## src/rtl/mips_pkg.sv

```systemverilog
// Shared MIPS EX-stage definitions: ALU/muldiv control codes and the
// muldiv sequencer states.
package mips_pkg;

   typedef enum logic [3:0] {
      CTRL_MULU = 4'b1100,
      CTRL_DIVU = 4'b1101,
      CTRL_MUL  = 4'b1110,
      CTRL_DIV  = 4'b1111
   } ctrl_t;

   typedef enum logic [1:0] {
      IDLE,
      CALC,
      FIX,
      DONE
   } md_state_t;

   localparam int MD_ITERS = 32;

endpackage

```

## src/rtl/muldiv_unit.sv

```systemverilog
// Iterative multiply/divide beside the ALU: radix-2 shift-add multiply and
// restoring divide, one bit per clock, results presented on HI/LO after done.
module muldiv_unit
   import mips_pkg::*;
#(
   parameter int WIDTH = 32
) (
   input  logic             clk,
   input  logic             rst_n,
   input  logic             start,
   input  logic [3:0]       control,
   input  logic [WIDTH-1:0] in1,
   input  logic [WIDTH-1:0] in2,
   output logic             busy,
   output logic             done,
   output logic [WIDTH-1:0] hi,
   output logic [WIDTH-1:0] lo,
   output logic             div_by_zero
);

   localparam int W2 = 2 * WIDTH;

   md_state_t        state;
   ctrl_t            ctrl_q;
   logic [5:0]       cnt;
   logic [W2-1:0]    acc;
   logic [WIDTH-1:0] dsor;
   logic             sign_a;
   logic             sign_b;

   logic             accept;
   logic             div_zero;
   logic             is_div;
   logic [WIDTH-1:0] in1_mag;
   logic [WIDTH-1:0] in2_mag;
   logic [WIDTH:0]   add_a;
   logic [WIDTH:0]   add_r;
   logic [W2-1:0]    acc_step;

   function automatic logic [WIDTH-1:0] mag(input logic signed [WIDTH-1:0] v,
                                            input logic en);
      return (en && (v < 0)) ? -v : v;
   endfunction

   function automatic logic [WIDTH-1:0] cond_neg(input logic [WIDTH-1:0] v,
                                                 input logic en);
      return en ? ((~v) + WIDTH'(1)) : v;
   endfunction

   // acc holds {remainder, quotient} for divide and {product_hi, multiplier} for
   // multiply; dsor holds the divisor or multiplicand magnitude.
   always_comb begin
      in1_mag  = mag(in1, control[1]);
      in2_mag  = mag(in2, control[1]);
      accept   = start && (control[3:2] == 2'b11) && ((state == IDLE) || (state == DONE));
      div_zero = control[0] && (in2 == '0);
      is_div   = (ctrl_q == CTRL_DIVU) || (ctrl_q == CTRL_DIV);
      add_a    = is_div ? {acc[W2-1:WIDTH], acc[WIDTH-1]} : {1'b0, acc[W2-1:WIDTH]};
      add_r    = is_div ? (add_a - {1'b0, dsor}) : (add_a + {1'b0, dsor});
      acc_step = acc;
      if (is_div) begin
         acc_step = add_r[WIDTH] ? {add_a[WIDTH-1:0], acc[WIDTH-2:0], 1'b0}
                                 : {add_r[WIDTH-1:0], acc[WIDTH-2:0], 1'b1};
      end else begin
         acc_step = acc[0] ? {add_r, acc[WIDTH-1:1]}
                           : {1'b0, acc[W2-1:WIDTH], acc[WIDTH-1:1]};
      end
   end

   // Sequencer and registered outputs
   always_ff @(posedge clk or negedge rst_n) begin
      if (!rst_n) begin
         state       <= IDLE;
         cnt         <= '0;
         busy        <= 1'b0;
         done        <= 1'b0;
         hi          <= '0;
         lo          <= '0;
         div_by_zero <= 1'b0;
      end else begin
         done <= 1'b0;
         if (state == DONE) begin
            done <= 1'b1;
            hi   <= acc[W2-1:WIDTH];
            lo   <= acc[WIDTH-1:0];
         end
         if (accept) begin
            cnt         <= '0;
            div_by_zero <= div_zero;
            busy        <= !div_zero;
            state       <= div_zero ? DONE : CALC;
         end else begin
            case (state)
               CALC: begin
                  cnt <= cnt + 6'd1;
                  if (cnt == 6'(MD_ITERS - 1))
                     state <= FIX;
               end
               FIX: begin
                  busy  <= 1'b0;
                  state <= DONE;
               end
               DONE:    state <= IDLE;
               default: ;
            endcase
         end
      end
   end

   // Datapath: operand capture, one iteration per CALC cycle, sign fix-up
   always_ff @(posedge clk) begin
      if (accept) begin
         ctrl_q <= ctrl_t'(control);
         sign_a <= control[1] & in1[WIDTH-1];
         sign_b <= control[1] & in2[WIDTH-1];
         dsor   <= control[0] ? in2_mag : in1_mag;
         if (div_zero)
            acc <= {in1, {WIDTH{1'b1}}};
         else if (control[0])
            acc <= {{WIDTH{1'b0}}, in1_mag};
         else
            acc <= {{WIDTH{1'b0}}, in2_mag};
      end else if (state == CALC) begin
         acc <= acc_step;
      end else if (state == FIX) begin
         if (is_div)
            acc <= {cond_neg(acc[W2-1:WIDTH], sign_a),
                    cond_neg(acc[WIDTH-1:0], sign_a ^ sign_b)};
         else if (sign_a ^ sign_b)
            acc <= -acc;
      end
   end

endmodule

```

## config.mk

```make
export PLATFORM = sky130hd
export DESIGN_NAME = muldiv_unit
export DESIGN_NICKNAME = d
export VERILOG_FILES = /design/src/rtl/mips_pkg.sv /design/src/rtl/muldiv_unit.sv
export SDC_FILE = /design/constraint.sdc
export NUM_CORES = 1
export LEC_CHECK = 0
export BUFFER_PORTS_ARGS = -buffer_cell sky130_fd_sc_hd__buf_2
export CORE_MARGIN = 2
export CORE_UTILIZATION = 23
export CTS_CLUSTER_DIAMETER = 150
export DETAILED_ROUTE_END_ITERATION = 8
export PLACE_DENSITY = 0.34
export SLEW_MARGIN = 0
export SYNTH_ARGS = -nofsm -noshare
export SYNTH_HDL_FRONTEND = slang
export SYNTH_SLANG_ARGS = --single-unit
```

## constraint.sdc

```tcl
create_clock -name clk -period 9.77 [get_ports clk]
set_input_delay 0.977 -clock clk [delete_from_list [all_inputs] [get_ports clk]]
set_output_delay 0.977 -clock clk [all_outputs]
set_load 0.05 [all_outputs]
```

==> results.md <==
- Top_reg_cell synth: edfxtp_1
- Max Freq: 165 MHz
- First-pass GRT wire length: 91.3 mm
- Routed WL: 61.6 mm
- Post-synthesis sequential area ratio: 33.7%
- Synth async-reset ratio: 42.6%
- Arrival time worst endpoint: between 6 and 7 ns
- Ratio of cells with drive above 1 in the final layout: 16.2%
- Clock sink total: approximately 180
- PwrDens: 347 nW/µm²
- Num CTS Buffers: 17
- Post-Syn Instances: approximately 1700
- #FFs+latches synth: 176
- Setup crit end kind: flip-flop
- ANT cells: 0
- Synth Net Count: around 1900
- Post-synth EDFFs: 101
- Netlist Area Pre-Place: ~15000 µm²
- Via density: around 5
- CTS tree: yes
- Sw frac: between 50 and 60%
- CTS H-tree depth: 4
- Vias: 13264
- I/O Buffers: 137
- Initial antenna violation count: 0
- Vias in the first global route: 13107
- Clock Latency Late Sink: 0.52 ns
- GPL Wtd Cong: about 0.85
- Status: completed
- Yosys warns: 0
- Worst hold path class: input pin to async pin
- Post-CTS sizing: 0
- Syn_area_per_cell: 8.38 µm²
- Layout Skew: 0.0200 ns
- Fin crit period: 6.07 ns
- Pint: between 2 and 3 mW
- Unrepaired setup endpoints after global routing: false
- CTS clock-pin slew for the worst setup and hold paths: 0.07 ns
- DP HPWL: between 40 and 50 mm
- CTS root buf: clkbuf_16
- Crit Path Max Fanout: 20
- Post-synthesis cell type count: between 70 and 80
- DRC: 0
- Chip Height: 256 µm
- Total power: about 5.8 mW
- Final setup viols: 0
- Static leakage: 6.34 nW
- Full die area: 65400 µm²
- Hold_buf cts: 0
- Sequential cell area: between 4000 and 5000 µm²
- Peak VDD IR: 287 µV
- Nets: 1917
- I/O Pins: 138
- Layout area overhead: 14.4%
- Layout filler cell count: about 6900
- Critical path class: flip-flop to flip-flop
- GRT Total Usage: between 10% and 20%
- Fin Setup TNS: 0 ns
- DR iter-0 viols: 960
- Seq pwr share: around 29%
- Post-CTS Setup Inserts: 0
- Max-Cap Viols: 0
- Fin. Hold Viols: 0
- Die X: 256 µm
- Max-slew violations: 0
- Power share of the clock group: 12.3%
- P_sw: 3.00 mW
- Rows: 92
- Clk buf depth: 2
- Drt first pass iters: 8
- Setup crit start kind: flip-flop
- Post-route ant nets: 0
- Slew margin rel.: between 20% and 30%
- Period Utilization, post-route: 62.1%
- Gr ovfl total: 0
- Actual slew at the worst max-slew pin: 1.19 ns
- Comb power frac: 59.0%
- Critical path required time: 10.00 ns
- Core area: 62900 µm²
- Area taken by multi-input logic gates: 9100 µm²
- Routed length per instance: 23.1 µm
- Initial Util: 23.2%
- Largest net degree at the start of global routing: 70
## cells in the mapped netlist (9+ instances only)
library cell / number / area share (%)
ha_1: 42 / 3.6
o31ai_1: 17 / 0.88
or4_1: 15 / 0.77
nand4_1: 16 / 0.69
mux2_2: 77 / 6.0
dfrtp_1: 75 / 13
inv_1: 32 / 0.82
o211ai_1: 12 / 0.62
a31oi_1: 17 / 0.73
a21o_1: 23 / 1.2
nor3_1: 38 / 1.3
nand2_1: 285 / 7.3
xor2_1: 75 / 4.5
a21boi_0: 9 / 0.46
a22oi_1: 14 / 0.72
nand3_1: 41 / 1.4
nand2b_1: 10 / 0.43
buf_1: 12 / 0.31
a211oi_1: 26 / 1.3
o21ai_0: 146 / 5.0
nor4_1: 22 / 0.94
xnor2_1: 102 / 6.1
clkbuf_1: 102 / 2.6
and3_1: 18 / 0.77
nor2b_1: 9 / 0.39
nor2_1: 117 / 3.0
edfxtp_1: 101 / 21
mux2i_1: 47 / 3.2
a21oi_1: 112 / 3.8
or3_1: 18 / 0.77
## logic make-up after synthesis
group	synth area share, %
AO/OA/AOI/OAI	18.5
XOR/XNOR	10.6
adder cells (fa/ha/maj)	3.74
buffers and inverters	4.08
flip-flops	33.7
multiplexers	9.18
AND/OR/NAND/NOR	20.1
## registers in the layout, indices dropped and copies added (netlist names)
| name | cells |
|---|---|
| hi | 32 |
| sign_a | 1 |
| cnt | 6 |
| sign_b | 1 |
| busy | 1 |
| dsor | 32 |
| div_by_zero | 1 |
| state | 2 |
| acc | 64 |
| lo | 32 |
| done | 1 |
| ctrl_q | 3 |
## per-stage QoR
| stage | cell area (µm²) | setup slack (ns) | hold slack (ns) | util (%) | cells |
|---|---|---|---|---|---|
| 5_1_grt | 16700 | 3.29 | 0.442 | 26.5 | 2662 |
| 4_1_cts | 16700 | 3.69 | 0.412 | 26.5 | 2662 |
| 2_1_floorplan | 14600 | 4.79 | 0.513 | - | 1739 |
| 3_3_place_gp | 16100 | 3.74 | 0.460 | 25.6 | 2630 |
| 6_report | 16700 | 3.70 | 0.425 | 26.5 | 2662 |
| 3_5_place_dp | 16100 | 3.70 | 0.465 | 25.6 | 2630 |
## per-layer routing
metal	vias up	routed length, µm	GRT usage [%]
met5	-	0	0
met4	0	1240	5.38
met3	50	2480	2.72
met2	340	27600	29.5
met1	6461	30200	26.9
li1	6413	-	-
## cell usage in the layout, fill, tap and decap left out, drive strengths merged, types with 8 or more instances in the layout
master,instances
nand2b,10
o41ai,9
or3,19
clkinv,9
ha,42
edfxtp,101
dfrtp,75
o31ai,17
inv,36
nand2,285
nor2b,9
nor4,25
a21o,23
a21oi,113
a31oi,17
nor2,117
buf,165
or4,17
a22oi,14
o21ai,148
a21boi,11
clkbuf,20
nand4,16
xor2,75
mux2,77
nand3,41
a211oi,26
o221ai,8
and3,18
mux2i,47
nor3,38
o211ai,12
xnor2,102
## cell type report
class,count,share of cell area [%]
Clock inverter,12,0.668
Timing Repair Buffer,165,5.39
Multi-Input combinational cell,1408,54.6
Inverter,35,0.789
Tap cell,846,6.35
Sequential cell,176,29.5
Clock buffer,20,2.68
## power groups by stage
stage / logic, mW / registers [mW] / clock network, mW
global route: 3.71 / 1.72 / 0.765
floorplan: 2.06 / 1.93 / 0
finish: 3.41 / 1.66 / 0.710
CTS: 3.44 / 1.67 / 0.742
detailed placement: 3.43 / 1.68 / 0
global placement: 3.45 / 1.68 / 0
## worst max-delay path, cell delays in order, from the launching register on
cell      delay [ns]
edfxtp_1        0.44
or4_1           0.56
or3_1           0.35
nor3_1          0.31
inv_1           0.08
o21ai_1         0.50
o21ai_0         0.22
xnor2_1         0.23
ha_1            0.34
a21oi_1         0.26
o211ai_1        0.13
a21boi_0        0.40
o221ai_1        0.31
o21ai_1         0.19
buf_4           0.28
nand2_1         0.59
a211oi_1        0.41
o21ai_0         0.16
## final timing paths
check                       startpoint          end  slack, ns  depth (start not counted)
min reg2reg                div_by_zero  div_by_zero       0.49                          1
min                              rst_n       hi[11]       0.43                          1
min in group clk           div_by_zero  div_by_zero       0.49                          1
max                            dsor[7]      acc[44]       3.70                         17
max reg2reg                    dsor[7]      acc[44]       3.70                         17
max in group asynchronous        rst_n        lo[8]       8.32                          2
Note: power is estimated with default switching activity, not from simulation.
